--- config.mk ---
export PLATFORM = sky130hd
export DESIGN_NAME = alu_flat
export DESIGN_NICKNAME = d
export VERILOG_FILES = /design/src/rtl/alu_pkg.sv /design/src/rtl/alu_if.sv /design/src/rtl/alu_mul.sv /design/src/rtl/alu.sv /design/src/flat_wrapper.sv
export SDC_FILE = /design/constraint.sdc
export NUM_CORES = 1
export LEC_CHECK = 0
export BUFFER_PORTS_ARGS = -buffer_cell sky130_fd_sc_hd__clkbuf_2
export CAP_MARGIN = 20
export CORE_ASPECT_RATIO = 2
export CORE_UTILIZATION = 50
export CTS_CLUSTER_SIZE = 28
export DETAILED_ROUTE_END_ITERATION = 12
export PLACE_DENSITY = 0.73
export SETUP_SLACK_MARGIN = 0.4
export SYNTH_ARGS = -nofsm -noshare
export SYNTH_HDL_FRONTEND = slang
export SYNTH_HIERARCHICAL = 1
export SYNTH_SLANG_ARGS = --single-unit
--- constraint.sdc ---
create_clock -name clk -period 5.3 [get_ports clk]
set_clock_uncertainty 0.05 [all_clocks]
set_input_delay 0 -clock clk [delete_from_list [all_inputs] [get_ports clk]]
set_output_delay 0 -clock clk [all_outputs]
set_load 0.01 [all_outputs]
--- src/rtl/alu_pkg.sv ---
// Shared definitions for the picoMIPS ALU: function-select codes used by the
// decoder, the ALU itself and any bench driving it.
package alu_pkg;

  typedef enum logic {
    RADD = 1'b0,
    RMUL = 1'b1
  } func_e;

  localparam int ALU_N_DEFAULT = 8;

endpackage

--- src/rtl/alu_if.sv ---
// Operand/result bundle between the register-file read ports and the ALU.
// The master drives operands and func; the slave (the ALU) returns result.
interface alu_if #(
  parameter int n = alu_pkg::ALU_N_DEFAULT
);
  logic [n-1:0] a;
  logic [n-1:0] b;
  logic         func;
  logic [n-1:0] result;

  modport master (output a, output b, output func, input result);
  modport slave  (input a, input b, input func, output result);
endinterface

--- src/rtl/alu_mul.sv ---
// Combinational n x n multiplier keeping only the low n bits of the product;
// these bits are the same for signed and unsigned operands.
module alu_mul #(
  parameter int n = 8
) (
  input  logic [n-1:0] a_i,
  input  logic [n-1:0] b_i,
  output logic [n-1:0] p_o
);

  assign p_o = a_i * b_i;

endmodule

--- src/rtl/alu.sv ---
// picoMIPS ALU: add or multiply two n-bit operands, result registered one
// clock later; synchronous active-high reset clears the result.
import alu_pkg::*;

module alu #(
  parameter int n = ALU_N_DEFAULT
) (
  input  logic clk,
  input  logic reset,
  alu_if.slave bus
);

  logic [n-1:0] sum;
  logic [n-1:0] prod;
  logic [n-1:0] result_d;
  logic [n-1:0] result_q;

  // Carry out of the adder is intentionally dropped: result wraps mod 2^n.
  assign sum = bus.a + bus.b;

  alu_mul #(.n(n)) u_mul (
    .a_i (bus.a),
    .b_i (bus.b),
    .p_o (prod)
  );

  always_comb begin
    result_d = sum;
    if (func_e'(bus.func) == RMUL) result_d = prod;
  end

  always_ff @(posedge clk) begin
    if (reset) result_q <= '0;
    else       result_q <= result_d;
  end

  assign bus.result = result_q;

endmodule

--- src/flat_wrapper.sv ---
// flat-port wrapper written by rule: the top's interface ports become plain ports
module alu_flat 
#(
  parameter int n = ALU_N_DEFAULT
)
  (clk, reset, bus_a, bus_b, bus_func, bus_result);
  alu_if #(.n(n)) bus_i ();
  input  logic clk;
  input  logic reset;
  input wire logic [$bits(bus_i.a)-1:0] bus_a;
  input wire logic [$bits(bus_i.b)-1:0] bus_b;
  input wire logic [$bits(bus_i.func)-1:0] bus_func;
  output wire logic [$bits(bus_i.result)-1:0] bus_result;
  assign bus_i.a = bus_a;
  assign bus_i.b = bus_b;
  assign bus_i.func = bus_func;
  assign bus_result = bus_i.result;
  alu #(.n(n)) u_core (.clk(clk), .reset(reset), .bus(bus_i));
endmodule
======== After elaboration in Yosys (flattened, before gate mapping) ========
Index checks and enable logic that the tools add are counted.
storage, ports and cells
  register bits after elaboration ......... 8
  word-level logic and storage cells ...... 4
  output and inout bits ................... 8
  input port bits ......................... 19
cells by class
  multiply operators ...................... 1
  $add $sub $neg .......................... 1
  multiplexer cells ....................... 1
operators by type and width
  cell                                         number
  8-bit adder                                  1
  8-bit by 8-bit multiplier with 8-bit output  1
  8-bit 2-to-1 mux                             1

======== Logic depth before layout (Yosys ltp) ========
  depth after elaboration ................. 2
  mapped depth ............................ 15
  gate-level depth less buffers ........... 15

======== Modules after synthesis ========
The synthesis kept the hierarchy.
modules (own cells, without submodules)
  module   times used  area each (µm²)  cells an instance  sequential area each (µm²)
  alu_mul  1           887.1            102                0.0
  alu      1           610.6            74                 160.2

======== Worst setup path after synthesis ========
OpenSTA, ideal clock, no wires.
  path type ............................... input port to flip-flop
  start point ............................. in bus_a[1]
  end point ............................... reg u_core.result_q[7], in the netlist u_core/bus.result[7]
  library setup time ...................... 0.118 ns
  stages on the path ...................... 12
  arrival ................................. 3.294 ns
  buffers on the path ..................... 0
  required time ........................... 5.132 ns
  slack ................................... 1.838 ns
  cells stage by stage .................... and2_1 -> fa_1 -> inv_1 -> fa_1 -> fa_1 -> fa_1 -> inv_1 -> ha_1 -> a21oi_1 -> xnor3_1 -> xnor3_1 -> o2111a_1
on the way
  cells in the longest elaborated chain, start to end .. 2
  elaborated cells on any way between the ends .. 3
  classes of those cells .................. 1 x add/sub; 1 x mul; 1 x mux
ends and longest elaborated chain
  item                                         line                text
  start, declared                              flat_wrapper.sv:10  input wire logic [$bits(bus_i.a)-1:0] bus_a;
  8-bit by 8-bit multiplier with 8-bit output  alu_mul.sv:11       assign p_o = a_i * b_i;
  via u_core.prod[7]                           alu.sv:14           logic [n-1:0] prod;
  8-bit 2-to-1 mux                             alu.sv:29           if (func_e'(bus.func) == RMUL) result_d = prod;
  end signal, assigned                         alu.sv:34           else result_q <= result_d;
  end, declared                                alu.sv:16           logic [n-1:0] result_q;
The timed path passes the listed nets, and every way through them passes these cells.
A chain may end at the register's enable or synchronous reset.

======== Final worst setup path ========
Ends and elaborated chain as after synthesis.

==> results.sh <==
export IMPL_status="finished clean"
export IMPL_ys_ff_latch=8
export IMPL_rsz0062_at_grt="no"
export IMPL_synth_nets=231
export IMPL_postCtsHoldBufs=0
export IMPL_syn_to_final_growth_pct=13.0
export IMPL_critPathLaunchType="input pin"
export IMPL_fin_cells=231
export IMPL_h_tree_depth=1
export IMPL_dieArea_um2=3230
export IMPL_routabilityCongestion=0.855
export IMPL_ctsResizeCount=0
export IMPL_period_minus_slack_ns=3.62
export IMPL_drive_above_1_share_pct=19.3
export IMPL_syn_inst=176
export IMPL_leakagePower_nw=0.878
export IMPL_crit_top_cell="fa_1"
export IMPL_synth_xor_area_share_pct=11.7
export IMPL_final_cell_mix="clkbuf_2, inv_1, nand2_1, ha_1, and2_1"
export IMPL_wire_per_inst_um=15.0
export IMPL_synth_simple_area_share_pct=20.6
export IMPL_root_buffer="clkbuf_8"
export IMPL_grt_pass1_vias=1407
export IMPL_cts_setup_buffers=0
export IMPL_start_util_pct=53.4
export IMPL_slowest_delay_ns=0.56
export IMPL_dpl_cell_count=228
export IMPL_routed_via_density=5.61
export IMPL_drt_iter0_markers=49
export IMPL_yosysWarnings=6
export IMPL_critPathSlowestCell="fa_1"
export IMPL_vdd_ir_drop_max_mv=0.165
export IMPL_gr_usage_all_layers_pct=25.5
export IMPL_final_max_slew_violation_count=0
export IMPL_firstDrtPassIters=5
export IMPL_largest_register_ff_count=8
export IMPL_p_clk_share_pct=18.4
export IMPL_clkTransAtPathRegs_ns=0.04
export IMPL_ys_seq_area_share_pct=10.7
export IMPL_synth_area_um2=1500
export IMPL_post_route_period_util_pct=68.3
export IMPL_critPathCaptureType="register"
export IMPL_seq_power_share_pct=19.2
export IMPL_synth_adder_area_share_pct=36.6
export IMPL_power_net_switching_mw=0.149
export IMPL_p_sw_share_pct=38.5
export IMPL_drc_errors=0
export IMPL_fmax_mhz=276
export IMPL_die_y_um=79.4
export IMPL_async_flop_share_pct=0
export IMPL_wirelength_um=3470
export IMPL_synth_edff_count=0
export IMPL_cp_cell_sequence="clkbuf_2, and2_1, fa_1, inv_1, fa_1, fa_1, fa_1, inv_1, ha_1, a21oi_1, xnor3_1, xnor3_1, o2111a_1"
export IMPL_synthFlopType="dfxtp_1"
export IMPL_worstPathRequired_ns=5.36
export IMPL_synth_top_family_by_area="adder cells"
export IMPL_powerDensity_nw_per_um2=229
export IMPL_numClockSinks=8
export IMPL_clockBufferDepth=2
export IMPL_tightest_slew_ns=0.357
export IMPL_synth_compound_area_share_pct=12.4
export IMPL_comb_power_share_pct=62.4
export IMPL_hold_viol_final=0
export IMPL_die_x_um=40.7
export IMPL_ios=27
export IMPL_max_cap_violations=0
export IMPL_grt_first_pass_wirelength_um=5780
export IMPL_cts_buffers=3
export IMPL_antenna_found_initial=0
export IMPL_grt_max_degree=17
export IMPL_cts_tree="done"
export IMPL_crit_path_max_fanout=9
export IMPL_cp_arrival_ns=3.68
export IMPL_muxShareOfSynthArea_pct=0.668
export IMPL_final_antenna_net_count=0
export IMPL_fp_row_count=27
export IMPL_setup_tns_ns=0
export IMPL_dr_total_vias=1295
export IMPL_setup_viol=0
export IMPL_hp_class="input pin to register"
export IMPL_hpwl_um=2920
export IMPL_fin_nets=259
export IMPL_timing_slew_headroom_pct=75.9
export IMPL_power_mw=0.388
export IMPL_p_int_mw=0.239
export IMPL_port_buffers=26
export IMPL_synth_area_per_cell_um2=8.51
export IMPL_core_um2=2800
export IMPL_n_antenna_cell=0
export IMPL_overflow=0
export IMPL_crit_type="input pin to register"
export IMPL_synth_distinct_cells=37
## synth_stat cells, drive strengths merged, types with 2 or more instances
master	count	area (µm²)
inv	26	97.6
nand2	24	92.6
a21o	2	15.0
o311ai	2	17.5
o21ai	3	15.0
o21a	3	22.5
clkbuf	2	7.51
xor2	2	17.5
dfxtp	8	160
fa	13	260
nor2	5	18.8
ha	23	288
nand3	5	25.0
xnor3	2	45.0
xnor2	12	113
and2	19	125
nor3	3	15.0
a21oi	8	43.8
## stage by stage
stage               setup WS, ns  hold slack, ns  area (µm²)  utilization [%]
floorplan                   1.84           0.197        1500                -
global placement            1.47           0.246        1650             58.9
detailed placement          1.42           0.246        1650             58.9
CTS                         1.65          0.0188        1690             60.4
global route                1.52          0.0535        1690             60.4
finish                      1.68          0.0177        1690             60.4
## power groups by stage
stage	Combinational, mW	Clock (mW)	Sequential [mW]
finish	0.242	0.0714	0.0746
global route	0.274	0.0739	0.0770
CTS	0.243	0.0727	0.0749
detailed placement	0.241	0	0.0759
global placement	0.233	0	0.0759
floorplan	0.171	0	0.0824
## cell type report
type / count / area, µm²
Fill cell: 257 / 1110
Timing Repair Buffer: 26 / 130
Sequential cell: 8 / 160
Tap cell: 29 / 36.3
Clock buffer: 3 / 41.3
Inverter: 26 / 97.6
Multi-Input combinational cell: 139 / 1230
## layer usage
layer / vias to the layer above / GRT usage, % / part of all wire [%]
met3: 8 / 0.279 / 3.0
met2: 43 / 50.2 / 60
met4: 0 / 8.67 / 2.1
met5: - / 0 / 0
li1: 632 / - / -
met1: 612 / 24.9 / 35
## cell families after synthesis
| kind of cell | Yosys count |
|---|---|
| buf+inv | 29 |
| mux | 1 |
| simple gates | 60 |
| xor+xnor | 16 |
| compound gates | 26 |
| fa+ha+maj | 36 |
| flops | 8 |
## worst max-delay path, delay by kind of cell
family                     cells  cell delay, ns
adders and majority gates      5            2.15
buffers and inverters          3            0.28
AOI/OAI and AO/OA              2            0.42
xor gates and xnor gates       2            0.61
and+or+nand+nor                1            0.21
## worst paths after layout
kind | from | to | slack [ns] | cells past startpoint
hold / removal | reset | u_core/bus.result[2]$_SDFF_PP0_ | 0.02 | 2
setup / recovery | bus_a[1] | u_core/bus.result[7]$_SDFF_PP0_ | 1.68 | 13
Power figures use the tool's default switching activity.
